--- src/rtl/aud_pkg.sv ---
// Shared types and constants for the stereo DAC player.
package aud_pkg;

  typedef enum logic [1:0] {
    StIdle  = 2'd0,
    StSync  = 2'd1,
    StLeft  = 2'd2,
    StRight = 2'd3
  } aud_state_e;

  localparam int unsigned AUD_MODE_LJ  = 0;
  localparam int unsigned AUD_MODE_I2S = 1;

endpackage

--- src/rtl/aud_slot_shifter.sv ---
// Per-slot serializer: loads a word at the slot edge, optionally idles one bit (I2S), then
// shifts MSB first and drives 0 once the word is exhausted or the shifter is cleared.
module aud_slot_shifter #(
  parameter int unsigned DATA_W = 16
) (
  input  logic              i_clk,
  input  logic              i_rst,
  input  logic              i_clear,
  input  logic              i_load,
  input  logic              i_delay,
  input  logic [DATA_W-1:0] i_word,
  output logic              o_bit
);

  localparam int unsigned CNT_W = $clog2(DATA_W);

  logic [DATA_W-1:0] sr_q, sr_d;
  logic [CNT_W-1:0]  cnt_q, cnt_d;
  logic              dly_q, dly_d;
  logic              live_q, live_d;

  // Next-state: clear wins, then load (truncating any word in flight), then shift.
  always_comb begin
    sr_d   = sr_q;
    cnt_d  = cnt_q;
    dly_d  = dly_q;
    live_d = live_q;
    if (i_clear) begin
      sr_d   = '0;
      cnt_d  = '0;
      dly_d  = 1'b0;
      live_d = 1'b0;
    end else if (i_load) begin
      sr_d   = i_word;
      cnt_d  = CNT_W'(DATA_W - 1);
      dly_d  = i_delay;
      live_d = 1'b1;
    end else if (live_q) begin
      if (dly_q) begin
        dly_d = 1'b0;
      end else if (cnt_q == '0) begin
        live_d = 1'b0;
        sr_d   = '0;
      end else begin
        sr_d  = {sr_q[DATA_W-2:0], 1'b0};
        cnt_d = cnt_q - CNT_W'(1);
      end
    end
  end

  // Slot state register, updated on the falling bit-clock edge.
  always_ff @(negedge i_clk) begin
    if (i_rst) begin
      sr_q   <= '0;
      cnt_q  <= '0;
      dly_q  <= 1'b0;
      live_q <= 1'b0;
    end else begin
      sr_q   <= sr_d;
      cnt_q  <= cnt_d;
      dly_q  <= dly_d;
      live_q <= live_d;
    end
  end

  assign o_bit = live_q & ~dly_q & sr_q[DATA_W-1];

endmodule

--- src/rtl/aud_player_stereo.sv ---
// Stereo DAC serializer: one-deep sample-pair buffer, LRC-framed left/right slots,
// underrun pulse on an empty frame start. Optional mono downmix under AUD_PLAYER_MONO_EN.
module aud_player_stereo
  import aud_pkg::*;
#(
  parameter int unsigned DATA_W   = 16,
  parameter int unsigned I2S_MODE = AUD_MODE_I2S
) (
  input  logic              i_clk,
  input  logic              i_rst,
  input  logic              i_lrc,
  input  logic              i_en,
  input  logic              i_valid,
  output logic              o_ready,
  input  logic [DATA_W-1:0] i_left,
  input  logic [DATA_W-1:0] i_right,
`ifdef AUD_PLAYER_MONO_EN
  input  logic              i_mono,
`endif
  output logic              o_aud_dacdat,
  output logic [1:0]        o_state,
  output logic              o_underrun
);

  localparam logic SlotDelay = (I2S_MODE == AUD_MODE_I2S);

  aud_state_e        state_q, state_d;
  logic              lrc_q;
  logic              buf_full_q, buf_full_d;
  logic [DATA_W-1:0] buf_l_q, buf_l_d, buf_r_q, buf_r_d;
  logic [DATA_W-1:0] r_word_q, r_word_d;
  logic              underrun_q, underrun_d;

  logic              fall, rise, xfer, frame_start;
  logic              sh_clear, sh_load;
  logic [DATA_W-1:0] sh_word, pair_l, pair_r, out_l, out_r;

  assign fall    = lrc_q & ~i_lrc;
  assign rise    = ~lrc_q & i_lrc;
  assign o_ready = i_en & (state_q != StIdle) & ~buf_full_q;
  assign xfer    = i_valid & o_ready;

  // Pair for a frame start: buffered pair, else the bypassed incoming pair, else silence.
  assign pair_l = buf_full_q ? buf_l_q : (xfer ? i_left : '0);
  assign pair_r = buf_full_q ? buf_r_q : (xfer ? i_right : '0);

`ifdef AUD_PLAYER_MONO_EN
  logic signed [DATA_W:0] mono_sum;
  // One extra bit of headroom, then arithmetic halving: never overflows.
  assign mono_sum = $signed({pair_l[DATA_W-1], pair_l}) + $signed({pair_r[DATA_W-1], pair_r});
  assign out_l    = i_mono ? mono_sum[DATA_W:1] : pair_l;
  assign out_r    = i_mono ? mono_sum[DATA_W:1] : pair_r;
`else
  assign out_l = pair_l;
  assign out_r = pair_r;
`endif

  // FSM next-state, buffer bookkeeping and slot loads.
  always_comb begin
    state_d     = state_q;
    buf_full_d  = buf_full_q;
    buf_l_d     = buf_l_q;
    buf_r_d     = buf_r_q;
    r_word_d    = r_word_q;
    underrun_d  = 1'b0;
    sh_clear    = 1'b0;
    sh_load     = 1'b0;
    sh_word     = out_l;
    frame_start = 1'b0;
    if (!i_en) begin
      state_d    = StIdle;
      buf_full_d = 1'b0;
      r_word_d   = '0;
      sh_clear   = 1'b1;
    end else begin
      case (state_q)
        StIdle: begin
          state_d    = StSync;
          buf_full_d = 1'b0;
          sh_clear   = 1'b1;
        end
        StSync, StRight: begin
          if (fall) begin
            frame_start = 1'b1;
            state_d     = StLeft;
          end
        end
        StLeft: begin
          if (rise) begin
            state_d = StRight;
            sh_load = 1'b1;
            sh_word = r_word_q;
          end
        end
        default: state_d = StIdle;
      endcase
      if (frame_start) begin
        sh_load  = 1'b1;
        sh_word  = out_l;
        r_word_d = out_r;
        if (buf_full_q) begin
          buf_full_d = 1'b0;
        end else if (!xfer) begin
          underrun_d = 1'b1;
        end
      end else if (xfer) begin
        buf_full_d = 1'b1;
        buf_l_d    = i_left;
        buf_r_d    = i_right;
      end
    end
  end

  // Control state register, updated on the falling bit-clock edge.
  always_ff @(negedge i_clk) begin
    if (i_rst) begin
      state_q    <= StIdle;
      lrc_q      <= 1'b0;
      buf_full_q <= 1'b0;
      buf_l_q    <= '0;
      buf_r_q    <= '0;
      r_word_q   <= '0;
      underrun_q <= 1'b0;
    end else begin
      state_q    <= state_d;
      lrc_q      <= i_lrc;
      buf_full_q <= buf_full_d;
      buf_l_q    <= buf_l_d;
      buf_r_q    <= buf_r_d;
      r_word_q   <= r_word_d;
      underrun_q <= underrun_d;
    end
  end

  aud_slot_shifter #(
    .DATA_W (DATA_W)
  ) u_shifter (
    .i_clk   (i_clk),
    .i_rst   (i_rst),
    .i_clear (sh_clear),
    .i_load  (sh_load),
    .i_delay (SlotDelay),
    .i_word  (sh_word),
    .o_bit   (o_aud_dacdat)
  );

  assign o_state    = state_q;
  assign o_underrun = underrun_q;

endmodule

--- config.mk ---
export PLATFORM = sky130hd
export DESIGN_NAME = aud_player_stereo
export DESIGN_NICKNAME = d
export VERILOG_FILES = /design/src/rtl/aud_pkg.sv /design/src/rtl/aud_slot_shifter.sv /design/src/rtl/aud_player_stereo.sv
export SDC_FILE = /design/constraint.sdc
export NUM_CORES = 1
export LEC_CHECK = 0
export CAP_MARGIN = 20
export CORE_MARGIN = 4
export CORE_UTILIZATION = 52
export CTS_BUF_LIST = sky130_fd_sc_hd__clkbuf_4 sky130_fd_sc_hd__clkbuf_8
export DETAILED_ROUTE_END_ITERATION = 8
export MAX_ROUTING_LAYER = met4
export PLACE_DENSITY = 0.78
export RECOVER_POWER = 100
export SYNTH_ARGS = -nofsm -noshare
export SYNTH_HDL_FRONTEND = slang
export SYNTH_HIERARCHICAL = 1
export SYNTH_SLANG_ARGS = --single-unit
--- constraint.sdc ---
create_clock -name i_clk -period 1.8 [get_ports i_clk]
set_input_delay 0.18 -clock i_clk [delete_from_list [all_inputs] [get_ports i_clk]]
set_output_delay 0.18 -clock i_clk [all_outputs]
set_load 0.03 [all_outputs]
==> flow_metrics.env, run 1 <==
export IMPL_synthToLayoutAreaGrowth_pct=58.9
export IMPL_worstPathRequired_ns=1.62
export IMPL_antenna_found_initial=0
export IMPL_core_sq_um=6790
export IMPL_slew_violations=0
export IMPL_vias_per_cell=6.24
export IMPL_wl_mm=14.1
export IMPL_async_flop_share=0
export IMPL_powerDensity_nw_per_um2=779
export IMPL_drive_above_1_share=0.303
export IMPL_wire_per_inst_microns=21.2
export IMPL_cts_hold_buffers=0
export IMPL_yosys_warnings=6
export IMPL_drt_pre_antenna_iters=6
export IMPL_hold_viol_final=0
export IMPL_globalRoute_totalOverflow=0
export IMPL_num_antenna_cells=0
export IMPL_fin_area_sq_um=5770
export IMPL_via_count=4146
export IMPL_clk_latency_ns=0.45
export IMPL_synth_edf_count=0
export IMPL_critical_path_max_fanout=2
export IMPL_grt_max_degree=66
export IMPL_num_io_pins=42
export IMPL_synth_area_leader_cell="dfxtp_1"
export IMPL_drcViolationCount=0
export IMPL_startpoint_type="flip-flop"
export IMPL_synthesis_nets=458
export IMPL_ant_nets=0
export IMPL_power_w=0.00450
export IMPL_die_h_microns=91.6
export IMPL_cts_tree="done"
export IMPL_violations="setup timing"
export IMPL_root_buffer="clkbuf_8"
export IMPL_final_cell_mix="inv_1 (79), dfxtp_1 (71), nand2b_1 (66), nor2_1 (35), clkdlybuf4s50_1 (32)"
export IMPL_layout_commonest_cell="inv_1"
export IMPL_port_buffers=41
export IMPL_gp_congestion=0.886
export IMPL_setup_viol=77
export IMPL_min_path_type="reg2reg"
export IMPL_vdd_drop_max_mv=0.748
export IMPL_die_w_microns=91.6
export IMPL_cap_viol_max_count=0
export IMPL_holdWs_ns=0.489
export IMPL_cts_clk_slew_worst_paths_ns=0.06
export IMPL_synth_top_area_frac=0.413
export IMPL_path_class="reg2out"
export IMPL_post_dp_hpwl_mm=5.99
export IMPL_cts_num_sinks=75
export IMPL_run_status="finished, violations left"
export IMPL_worst_slack_ns=-0.523
export IMPL_synthFlopType="dfxtp_1"
export IMPL_dieArea_sq_um=8390
export IMPL_postSynthCellCount=420
export IMPL_slew_headroom=0.520
export IMPL_h_tree_depth=3
export IMPL_pre_cts_ws_ns=-0.990
export IMPL_yosys_cell_types_count=42
export IMPL_start_util=0.535
export IMPL_ys_ff_latch=75
export IMPL_cts_made_buffers=9
export IMPL_ys_seq_area_frac=0.413
export IMPL_num_rows=30
export IMPL_power_leakage_nw=2.28
export IMPL_tightest_slew_ns=0.720
export IMPL_grt_total_usage=0.323
export IMPL_first_global_vias=4268
export IMPL_cts_buffer_depth=2
export IMPL_placed_area_sq_um=4380
export IMPL_synth_area_sq_um=3630
export IMPL_avgSynthCellArea_sq_um=8.65
export IMPL_grt_pass1_wl_mm=20.7
export IMPL_cp_data_arrival_time_ns=2.14
export IMPL_skew_ns=0.0531
export IMPL_drtIter0Drc=439
export IMPL_fin_nets=601
export IMPL_synth_area_leaders="dfxtp_1 (41%), nand2b_1 (12%), mux2i_1 (8.8%), nand3_1 (4.3%), a221oi_1 (3.9%)"
export IMPL_grt_setup_unrepaired="true"
export IMPL_endpoint_kind="output port"
## per-stage QoR
stage               cells   util  setup TNS (ns)
floorplan             420      -          -22.23
global placement      549  0.644          -63.30
detailed placement    549  0.644          -66.05
CTS                   661  0.818          -25.54
global route          664  0.850          -26.47
finish                664  0.850          -24.58
## worst max-delay path, stage by stage, from the launching register on
cell and delay [ns]:
dfxtp_2 0.33, and2b_2 0.22, and2_4 0.14, buf_6 0.13
## registers in the layout, summed over array words and instances, names as in the netlist, 2 cells and up
signal / count
buf_l_q: 16
buf_r_q: 16
r_word_q: 16
u_shifter/sr_q: 16
u_shifter/cnt_q: 4
o_state: 2
## what timing repair did
item / CTS / global route
pin swaps: 55 / 23
gates cloned: 9 / 0
setup buffers: 14 / 12
endpoints found under the setup margin: 79 / 76
gates resized for setup: 81 / 54
## cells in the mapped netlist (all sizes together), types with 2 or more instances
master,count
nor3b,4
a221oi,16
a211oi,2
a22oi,16
nor2,37
o21a,2
buf,13
a31oi,16
nand2b,67
a311oi,2
clkbuf,25
dfxtp,75
nor3,21
nand2,17
inv,7
o21ai,3
a21oi,19
nand3,31
and4,3
mux2i,32
## cell families (layout without fill, tap and decap cells)
family	count (synthesis)	in the layout	synth area share
and+or+nand+nor	190	190	0.288
AOI/OAI and AO/OA	76	76	0.147
DFF	75	75	0.413
buffers and inverters	45	193	0.0596
muxes	32	32	0.0882
adders and majority gates	1	1	0.00344
other	1	1	0.00103
## power by group
group          internal [W]  total, W  switching [W]
Sequential          0.00168   0.00170      0.0000163
Clock               0.00114   0.00240        0.00127
Combinational      0.000208  0.000395       0.000187
Total               0.00303   0.00450        0.00147
## metal layers
layer	vias to the layer above	global-route usage	part of all wire
met3	92	0.109	0.086
met2	312	0.523	0.49
met4	0	0.217	0.059
li1	1774	-	-
met5	-	-	0
met1	1968	0.331	0.36
## worst paths after layout
path | from | endpoint | slack [ns] | depth (start not counted)
hold reg to reg | buf_r_q[7] | buf_r_q[7] | 0.49 | 2
setup / recovery | u_shifter/dly_q | o_aud_dacdat | -0.52 | 3
setup reg to reg | o_state[0] | u_shifter/sr_q[12] | -0.22 | 9
hold / removal | buf_r_q[7] | buf_r_q[7] | 0.49 | 2
## layout make-up
cell class,instances,area [sq um]
multi-input combinational,300,2490
sequential,75,1510
timing repair buffer,97,1110
fill,308,1020
clock inverter,82,394
clock buffer,9,124
tap,96,120
inverter,5,23.8
Power figures use the tool's default switching activity.
==> run 2, diff against run 1 <==
Settings changed: CAP_MARGIN 20 to not set, CTS_BUF_LIST sky130_fd_sc_hd__clkbuf_4 sky130_fd_sc_hd__clkbuf_8 to sky130_fd_sc_hd__clkbuf_4, SKIP_LAST_GASP set to 1.
==> run 2 against run 1 <==
Against the previous run:
- the flow still finishes with violations (setup timing)
- clock skew is 0.011 ns lower
- global-route usage shrank 4.3 points
- critical endpoint is now o_ready
- largest power group unchanged
- cell area decreased by 2.5%
- critical path type unchanged
- power shrank 7.6%
- first-iteration DRC count increased by 2.3%
==> flow_metrics.env, run 2 (synthesis results as in run 1) <==
export IMPL_drt_pre_antenna_iters=5
export IMPL_drcViolationCount=0
export IMPL_start_util=0.535
export IMPL_skew_ns=0.0420
export IMPL_cpMaxStageDelayCell="dfxtp_4"
export IMPL_via_count=4047
export IMPL_worst_slack_ns=-0.560
export IMPL_grt_pass1_wl_mm=18.2
export IMPL_cts_clk_slew_worst_paths_ns=0.05
export IMPL_wl_mm=13.4
export IMPL_whs_path_depth=2
export IMPL_cp_data_arrival_time_ns=2.18
export IMPL_post_route_util=0.828
export IMPL_cts_tree="done"
export IMPL_startpoint_type="flip-flop"
export IMPL_drtIter0Drc=449
export IMPL_endpoint_kind="output port"
export IMPL_layout_commonest_cell="inv_1"
export IMPL_cts_made_buffers=9
export IMPL_post_dp_hpwl_mm=5.99
export IMPL_worstPathRequired_ns=1.62
export IMPL_fin_nets=601
export IMPL_num_antenna_cells=0
export IMPL_vias_per_cell=6.09
export IMPL_root_buffer="clkbuf_4"
export IMPL_port_buffers=41
export IMPL_num_io_pins=42
export IMPL_final_cell_mix="inv_1 (79), dfxtp_1 (71), nand2b_1 (66), nor2_1 (36), clkdlybuf4s50_1 (32)"
export IMPL_cts_buffer_depth=2
export IMPL_worst_r2r_endpoint="u_shifter/sr_q[15]"
export IMPL_r2r_start="o_state[0]"
export IMPL_ant_nets=0
export IMPL_run_status="finished, violations left"
export IMPL_critical_path_max_fanout=2
export IMPL_pre_cts_ws_ns=-0.990
export IMPL_power_leakage_nw=2.23
export IMPL_fin_area_sq_um=5630
export IMPL_path_class="reg2out"
export IMPL_r2r_setup_slack_ns=-0.16
export IMPL_vdd_drop_max_mv=0.550
export IMPL_first_global_vias=3935
export IMPL_die_h_microns=91.6
export IMPL_path_delay_family="flip-flops"
export IMPL_seqCellArea_sq_um=1510
export IMPL_core_sq_um=6790
export IMPL_h_tree_depth=3
export IMPL_violations="setup timing"
export IMPL_cts_hold_buffers=0
export IMPL_powerDensity_nw_per_um2=739
export IMPL_power_w=0.00416
export IMPL_synthToLayoutAreaGrowth_pct=54.9
export IMPL_hold_path_end="buf_r_q[2]"
export IMPL_die_w_microns=91.6
export IMPL_antenna_found_initial=0
export IMPL_crit_path_cell_trace="o21ai_4 > buf_6 > nor2_4 > buf_6"
export IMPL_crit_top_cell="buf_6"
export IMPL_drive_above_1_share=0.292
export IMPL_grt_max_degree=66
export IMPL_slew_violations=0
export IMPL_hold_viol_final=0
export IMPL_multi_input_area_sq_um=2390
export IMPL_grt_total_usage=0.280
export IMPL_fillers=343
export IMPL_globalRoute_totalOverflow=0
export IMPL_worstPathBufferInverterCount=2
export IMPL_cap_viol_max_count=0
export IMPL_min_path_type="reg2reg"
export IMPL_slew_headroom=0.478
export IMPL_reg2reg_depth=11
export IMPL_placed_area_sq_um=4380
export IMPL_cpPeakStageDelay_ns=0.36
export IMPL_cts_num_sinks=75
export IMPL_holdWs_ns=0.484
export IMPL_clk_latency_ns=0.50
export IMPL_holdCritStartpoint="buf_r_q[2]"
export IMPL_wire_per_inst_microns=20.2
export IMPL_gp_congestion=0.886
export IMPL_grt_setup_unrepaired="true"
export IMPL_tightest_slew_ns=0.783
export IMPL_setup_viol=77
export IMPL_dieArea_sq_um=8390
export IMPL_num_rows=30
[run 2: cell types whose count changed in the layout (fill, tap and decap cells not counted), moves of 7 or more]
cell / change
a22oi_2: -7
a22oi_1: +7
clkbuf_4: +7
nor3_2: -7
nor3_1: +7
clkbuf_8: -9
nand3_1: -14
nand3_2: +14
[run 2: report_power, final]
part / internal (W) / total [W] / leakage [nW] / switching, W
logic: 0.000204 / 0.000376 / 1.13 / 0.000172
clock network: 0.000913 / 0.00209 / 0.492 / 0.00118
registers: 0.00168 / 0.00169 / 0.608 / 0.0000150
total: 0.00280 / 0.00416 / 2.23 / 0.00136
[run 2: through the flow]
stage | TNS, ns | std cells
after floorplan | -22.23 | 420
after global placement | -63.30 | 549
after detailed placement | -66.05 | 549
after CTS | -4.76 | 656
after global routing | -16.36 | 664
final | -14.47 | 664
[run 2: repair_timing]
item / 4_1_cts / 5_1_grt
gates resized for setup: 59 / 65
buffers inserted: 13 / 9
pin swaps: 31 / 56
cloned: 6 / 2
endpoints found under the setup margin: 79 / 70
[run 2: worst max-delay path by stage]
stage | depth (start not counted) | slack (ns) | end | from
6_report | 4 | -0.56 | o_ready | o_state[0]
5_1_grt | 4 | -0.61 | o_ready | o_state[0]
4_1_cts | 4 | -0.60 | o_ready | o_state[1]
3_5_place_dp | 8 | -0.99 | u_shifter/cnt_q[3] | i_lrc
3_3_place_gp | 8 | -0.96 | u_shifter/cnt_q[3] | i_lrc
2_1_floorplan | 7 | -0.39 | u_shifter/sr_q[1] | i_lrc
[run 2: final cells by class]
cell class | instances | area share
Inverter | 5 | 0.00467
Sequential cell | 75 | 0.269
Timing Repair inverter | 2 | 0.00267
Tap cell | 96 | 0.0213
Timing Repair Buffer | 95 | 0.195
Clock inverter | 82 | 0.0700
Clock buffer | 9 | 0.0120
Multi-Input combinational cell | 300 | 0.426
[run 2: layer usage]
| metal | wire length, microns | track usage |
|---|---|---|
| met5 | 0 | - |
| met4 | 824 | 0.172 |
| met3 | 1190 | 0.109 |
| met2 | 6500 | 0.441 |
| met1 | 4900 | 0.295 |
[run 2: worst reg2reg max path: cells and delay by family, from the launching register on]
kind,cells,cell delay [ns]
AOI/OAI and AO/OA,2,0.28
buffers and inverters,7,0.81
DFF,1,0.36
and+or+nand+nor,2,0.40
